**src/rtl/cpu_pkg.sv**
```systemverilog
// cpu_pkg
//   Shared encodings between the CPU control FSM and datapath_core:
//   strobe bit positions for write_en/inc_en/clr_en, bus source codes
//   for read_en, and ALU operation codes.
package cpu_pkg;

    // Strobe bit positions (same map for write_en, inc_en and clr_en)
    localparam int WE_PC          = 1;
    localparam int WE_AR          = 2;
    localparam int WE_IR          = 3;
    localparam int WE_AC          = 4;
    localparam int WE_R           = 5;
    localparam int WE_R4          = 7;
    localparam int WE_R3          = 8;
    localparam int WE_R2          = 9;
    localparam int WE_R1          = 10;
    localparam int WE_DM          = 11;
    localparam int WE_AC_FROM_ALU = 12;
    localparam int WE_R_FROM_AC   = 13;

    // Bus source codes; unlisted codes drive zero
    typedef enum logic [3:0] {
        RD_NONE = 4'd0,
        RD_PC   = 4'd1,
        RD_AR   = 4'd2,
        RD_IR   = 4'd4,
        RD_AC   = 4'd5,
        RD_R    = 4'd6,
        RD_R1   = 4'd7,
        RD_R2   = 4'd8,
        RD_R3   = 4'd9,
        RD_R4   = 4'd10,
        RD_DM   = 4'd12,
        RD_IM   = 4'd13
    } rd_sel_e;

    // ALU operations; codes 5-7 behave as pass
    typedef enum logic [2:0] {
        ALU_PASS   = 3'd0,
        ALU_ADD    = 3'd1,
        ALU_SUB    = 3'd2,
        ALU_MULT   = 3'd3,
        ALU_LSHIFT = 3'd4
    } alu_op_e;

endpackage

```
**src/rtl/datapath_core_dp_reg.sv**
```systemverilog
// dp_reg
//   Generic datapath register with synchronous reset, clear, load and
//   increment. Priority: rst > clr > load > inc. Increment wraps.
// Ports
//   clk, rst    clock and synchronous active-high reset
//   clr/ld/inc  per-register strobes
//   d           load value
//   q           register contents
module dp_reg #(
    parameter int W = 16
) (
    input  logic         clk,
    input  logic         rst,
    input  logic         clr,
    input  logic         ld,
    input  logic         inc,
    input  logic [W-1:0] d,
    output logic [W-1:0] q
);

    logic [W-1:0] q_q;
    logic [W-1:0] q_d;

    always_comb begin
        q_d = q_q;
        if (clr) begin
            q_d = '0;
        end else if (ld) begin
            q_d = d;
        end else if (inc) begin
            q_d = q_q + 1'b1;
        end
    end

    always_ff @(posedge clk) begin
        if (rst) begin
            q_q <= '0;
        end else begin
            q_q <= q_d;
        end
    end

    assign q = q_q;

endmodule

```
**src/rtl/datapath_core.sv**
```systemverilog
// datapath_core
//   Executes the per-state control word from the CPU control FSM. Holds
//   PC, AR, IR, AC, R and R1-R4 around a single shared bus, contains the
//   ALU and the registered zero flag, and returns opcode and zero flag.
// Ports
//   clk, rst                   clock, synchronous active-high reset
//   alu_op                     ALU operation (cpu_pkg::alu_op_e)
//   write_en/inc_en/clr_en     load/increment/clear strobes (cpu_pkg map)
//   read_en                    bus source select (cpu_pkg::rd_sel_e)
//   im_rdata/dm_rdata          async-read memory data
//   im_addr/dm_addr            low ADDR_W bits of PC / AR
//   dm_wdata, dm_we            data memory write port (bus value)
//   instruction                IR opcode field
//   z                          16'd1 when zero flag set
//   bus_dbg                    current bus value
module datapath_core
    import cpu_pkg::*;
#(
    parameter int DATA_W = 16,
    parameter int ADDR_W = 10,
    parameter int OP_W   = 6
) (
    input  logic              clk,
    input  logic              rst,
    input  logic [2:0]        alu_op,
    input  logic [15:0]       write_en,
    input  logic [15:0]       inc_en,
    input  logic [15:0]       clr_en,
    input  logic [3:0]        read_en,
    input  logic [DATA_W-1:0] im_rdata,
    input  logic [DATA_W-1:0] dm_rdata,
    output logic [ADDR_W-1:0] im_addr,
    output logic [ADDR_W-1:0] dm_addr,
    output logic [DATA_W-1:0] dm_wdata,
    output logic              dm_we,
    output logic [OP_W-1:0]   instruction,
    output logic [15:0]       z,
    output logic [DATA_W-1:0] bus_dbg
);

    function automatic logic [DATA_W-1:0] alu_fn(input logic [2:0] op,
                                                 input logic [DATA_W-1:0] a,
                                                 input logic [DATA_W-1:0] b);
        logic [2*DATA_W-1:0] prod;
        logic [DATA_W-1:0]   res;
        prod = a * b;
        case (op)
            ALU_ADD:    res = a + b;
            ALU_SUB:    res = a - b;
            ALU_MULT:   res = prod[DATA_W-1:0];
            ALU_LSHIFT: res = {a[DATA_W-2:0], 1'b0};
            default:    res = a;
        endcase
        return res;
    endfunction

    logic [DATA_W-1:0] bus;
    logic [DATA_W-1:0] pc, ar, ir, r1, r2, r3, r4;
    logic [DATA_W-1:0] ac_q, ac_d, r_q, r_d;
    logic [DATA_W-1:0] alu_res;
    logic [DATA_W-1:0] ir_operand;
    logic              zf_q, zf_d;
    logic              ac_touch;

    // Bits 0, 6, 14, 15 of the strobe words carry no function.
    logic unused_strobes;
    assign unused_strobes = ^{write_en[0], write_en[6], write_en[15:14],
                              inc_en[0], inc_en[6], inc_en[15:11], inc_en[3:2],
                              clr_en[0], clr_en[6], clr_en[15:11], clr_en[3:2],
                              inc_en[10:7], clr_en[10:7]};

    // Address field of IR, used by jump and ldiac
    assign ir_operand = {{OP_W{1'b0}}, ir[DATA_W-1:OP_W]};

    always_comb begin
        bus = '0;
        case (read_en)
            RD_PC:   bus = pc;
            RD_AR:   bus = ar;
            RD_IR:   bus = ir_operand;
            RD_AC:   bus = ac_q;
            RD_R:    bus = r_q;
            RD_R1:   bus = r1;
            RD_R2:   bus = r2;
            RD_R3:   bus = r3;
            RD_R4:   bus = r4;
            RD_DM:   bus = dm_rdata;
            RD_IM:   bus = im_rdata;
            default: bus = '0;
        endcase
    end

    assign alu_res = alu_fn(alu_op, ac_q, r_q);

    dp_reg #(.W(DATA_W)) u_pc (.clk(clk), .rst(rst), .clr(clr_en[WE_PC]),
        .ld(write_en[WE_PC]), .inc(inc_en[WE_PC]), .d(bus), .q(pc));
    dp_reg #(.W(DATA_W)) u_ar (.clk(clk), .rst(rst), .clr(clr_en[WE_AR]),
        .ld(write_en[WE_AR]), .inc(inc_en[WE_AR]), .d(bus), .q(ar));
    dp_reg #(.W(DATA_W)) u_ir (.clk(clk), .rst(rst), .clr(clr_en[WE_IR]),
        .ld(write_en[WE_IR]), .inc(inc_en[WE_IR]), .d(bus), .q(ir));
    dp_reg #(.W(DATA_W)) u_r1 (.clk(clk), .rst(rst), .clr(clr_en[WE_R1]),
        .ld(write_en[WE_R1]), .inc(inc_en[WE_R1]), .d(bus), .q(r1));
    dp_reg #(.W(DATA_W)) u_r2 (.clk(clk), .rst(rst), .clr(clr_en[WE_R2]),
        .ld(write_en[WE_R2]), .inc(inc_en[WE_R2]), .d(bus), .q(r2));
    dp_reg #(.W(DATA_W)) u_r3 (.clk(clk), .rst(rst), .clr(clr_en[WE_R3]),
        .ld(write_en[WE_R3]), .inc(inc_en[WE_R3]), .d(bus), .q(r3));
    dp_reg #(.W(DATA_W)) u_r4 (.clk(clk), .rst(rst), .clr(clr_en[WE_R4]),
        .ld(write_en[WE_R4]), .inc(inc_en[WE_R4]), .d(bus), .q(r4));

    // AC and R have two load sources each; the non-bus source wins.
    always_comb begin
        ac_d = ac_q;
        if (clr_en[WE_AC]) begin
            ac_d = '0;
        end else if (write_en[WE_AC_FROM_ALU]) begin
            ac_d = alu_res;
        end else if (write_en[WE_AC]) begin
            ac_d = bus;
        end else if (inc_en[WE_AC]) begin
            ac_d = ac_q + 1'b1;
        end

        r_d = r_q;
        if (clr_en[WE_R]) begin
            r_d = '0;
        end else if (write_en[WE_R_FROM_AC]) begin
            r_d = ac_q;
        end else if (write_en[WE_R]) begin
            r_d = bus;
        end else if (inc_en[WE_R]) begin
            r_d = r_q + 1'b1;
        end

        // Flag follows AC only on cycles that modify AC.
        ac_touch = clr_en[WE_AC] | write_en[WE_AC_FROM_ALU] |
                   write_en[WE_AC] | inc_en[WE_AC];
        zf_d = ac_touch ? (ac_d == '0) : zf_q;
    end

    always_ff @(posedge clk) begin
        if (rst) begin
            ac_q <= '0;
            r_q  <= '0;
            zf_q <= 1'b1;
        end else begin
            ac_q <= ac_d;
            r_q  <= r_d;
            zf_q <= zf_d;
        end
    end

    assign im_addr     = pc[ADDR_W-1:0];
    assign dm_addr     = ar[ADDR_W-1:0];
    assign dm_wdata    = bus;
    assign dm_we       = write_en[WE_DM] & ~rst;
    assign instruction = ir[OP_W-1:0];
    assign z           = {15'd0, zf_q};
    assign bus_dbg     = bus;

endmodule

```
**config.mk**
```make
export PLATFORM = sky130hd
export DESIGN_NAME = datapath_core
export DESIGN_NICKNAME = d
export VERILOG_FILES = /design/src/rtl/cpu_pkg.sv /design/src/rtl/datapath_core_dp_reg.sv /design/src/rtl/datapath_core.sv
export SDC_FILE = /design/constraint.sdc
export NUM_CORES = 1
export LEC_CHECK = 0
export CAP_MARGIN = 20
export CORE_ASPECT_RATIO = 0.6
export CORE_MARGIN = 2
export CORE_UTILIZATION = 47
export DETAILED_ROUTE_END_ITERATION = 6
export GPL_TIMING_DRIVEN = 1
export PLACE_DENSITY = 0.7
export RECOVER_POWER = 100
export SYNTH_ARGS = -nofsm -noshare
export SYNTH_HDL_FRONTEND = slang
export SYNTH_SLANG_ARGS = --single-unit
```
**constraint.sdc**
```tcl
create_clock -name clk -period 7.77 [get_ports clk]
set_input_delay 1.554 -clock clk [delete_from_list [all_inputs] [get_ports clk]]
set_output_delay 1.554 -clock clk [all_outputs]
set_load 0.02 [all_outputs]
```
==> out/metrics.cfg <==
[floorplan]
die_area_sq_um=34650
fp.dieH_microns=145.0
core_sq_um=32540
die_w_microns=239.0
initial_core_util_pct=47.84
num_io_pins=164
rows=51

[placement]
hpwlAfterDp_microns=44380
place_ws_ns=1.101
place_congestion=0.9934
port_buffers=130

[sta]
rsz0062_at_grt=false
fin_hold_ws_ns=0.4870
maxSlewHeadroom_pct=-17.53
worstMarginPinSlew_ns=1.763
hold_viol=0
setup_tns_ns=0
fmax_mhz=138.4
slew_viol_final=27
finalCriticalPeriod_ns=7.224
postLayoutSetupSlackWorst_ns=0.5458
post-route-period-util_pct=92.97
setup_viol_count_final=0
fin_worst_skew_ns=0.01047

[status]
violations=design-rule violations, max-capacitance violations, max-slew violations
status=finished with violations

[global_route]
antenna_found_initial=2
grt_max_degree=46
grt_pass1_wl_microns=86330
grt_usage_pct=33.12
grt_overflow=0
grt_pass1_vias=13710

[critical_path]
r2r-end=zf_q
reg2reg_depth=21
critPathCaptureType=primary output
worstPathRequired_ns=6.22
critPathCapture=dm_wdata[10]
critPathMaxFanout=20
arrival_ns=5.67
crit_type=in2out
r2r_slack_ns=0.90
cp-start-kind=input pin
cp-startpoint=read_en[1]
reg2reg_from=ac_q[7]

[layout]
area_growth_pct=11.51
fin_nets=2247
mostFrequentLayoutCells=nor2_1 (229), nand2_1 (164), dfxtp_1 (145)
antennaDiodeCount=0
layout_commonest_cell=nor2_1
drive_above_1_share_pct=4.963

[drt]
routedWlPerCell_microns=23.79
postRouteAntennaNets=0
via_count=15130
vias_per_cell=6.203
firstDrtPassIters=7
routed_wl_microns=58030
drt_iter0_drc=2113
drc_errors=6

[clocking]
ctsHoldBuffers=0
htree_num_levels=4
cts_resized=0
cts_tree=done
numCtsBuffers=17
cts_root_buffer=clkbuf_16
cts_setup_buffers=0
clkLatencyLatePin_ns=0.44
clockBufferDepth=2
clkTransAtPathRegs_ns=0.06
cts.sinks=145

[synthesis]
synth-edff-count=0
yosys_warnings=0
synth_seq_area_share_pct=18.64
syn_area_sq_um=15570
synthCells=1983
async_reset_ff_share_pct=0
synth-main-ff-cell=dfxtp_1
synth_area_per_cell_sq_um=7.852
ys_ff_latch=145
ys_types=88

[run]
maxCapViolCount=1

[power_and_ir_drop]
p_per_area_nw_per_um2=134.8
p_leak_nw=7.070
ir_drop_mv=0.1563
power.total_mw=2.341

[min_path]
hp-class=reg2reg

[worst min-delay path by stage]
| stage | startpoint | to | slack [ns] | cells after the start |
|---|---|---|---|---|
| floorplan | zf_q | zf_q | 0.44 | 2 |
| global placement | zf_q | zf_q | 0.48 | 2 |
| detailed placement | zf_q | zf_q | 0.47 | 2 |
| CTS | zf_q | zf_q | 0.50 | 2 |
| global route | zf_q | zf_q | 0.50 | 2 |
| finish | zf_q | zf_q | 0.49 | 2 |
[final cells by class]
type / instances / area (sq um)
clock inverters: 12 / 132.6
flip-flops and latches: 145 / 2903
fillers: 3124 / 15180
inverters: 144 / 540.5
repair buffers: 180 / 1704
well taps: 424 / 530.5
multi-input cells: 1514 / 11090
clock buffers: 20 / 456.7
[registers in the layout (all words and copies together), names as in the netlist]
register  cells
ac_q         16
r_q          16
u_ar.q       16
u_ir.q       16
u_pc.q       16
u_r1.q       16
u_r2.q       16
u_r3.q       16
u_r4.q       16
zf_q          1
[Yosys cell counts, drive strengths merged (38+ instances only)]
library cell	n	share of area (%)
dfxtp	145	19
buf	96	4.2
inv	144	3.5
fa	81	10
nand4	38	1.5
and2	73	2.9
nor2	231	5.6
ha	75	6.0
xor2	54	3.0
clkbuf	98	2.4
xnor2	140	7.9
nand3	45	1.4
a21oi	77	2.5
a211oi	142	7.0
nand2	164	4.0
and3	40	1.6
[where the power goes]
| group | switching [mW] | internal, mW | leakage [nW] |
|---|---|---|---|
| sequential | 0.0675 | 0.773 | 1.18 |
| combinational | 0.412 | 0.250 | 5.60 |
| clock | 0.348 | 0.490 | 0.283 |
[routing by layer]
layer | vias to the layer above | track usage, % | wire [microns]
met5 | - | 0 | 13
met2 | 920 | 42.31 | 21870
li1 | 6813 | - | -
met4 | 2 | 5.938 | 764
met1 | 7323 | 52.90 | 26830
met3 | 71 | 10.50 | 8550
[per-stage QoR]
stage	instance area, sq um	std cells	utilization (%)
after floorplan	15620	1997	-
after global placement	16770	2401	51.52
after detailed placement	16770	2401	51.52
after CTS	17360	2433	53.33
after global routing	17360	2439	53.35
final	17360	2439	53.35
[cells by family after synthesis]
logic type               synth area share (%)
other                                 0.02408
adder cells (fa/ha/maj)                 16.51
flip-flops                              18.64
buffers and inverters                   10.07
XOR/XNOR                                11.11
AO/OA/AOI/OAI                           19.05
AND/OR/NAND/NOR                         21.85
multiplexers                            2.756
[critical path, stage by stage]
cell           delay (ns)
dlygate4sd3_1        1.05
clkbuf_1             0.36
or3b_2               0.55
nor2_1               0.57
a32oi_1              0.21
o211a_1              0.52
inv_1                0.16
dlygate4sd3_1        0.68
(Power assumes the default switching activity.)
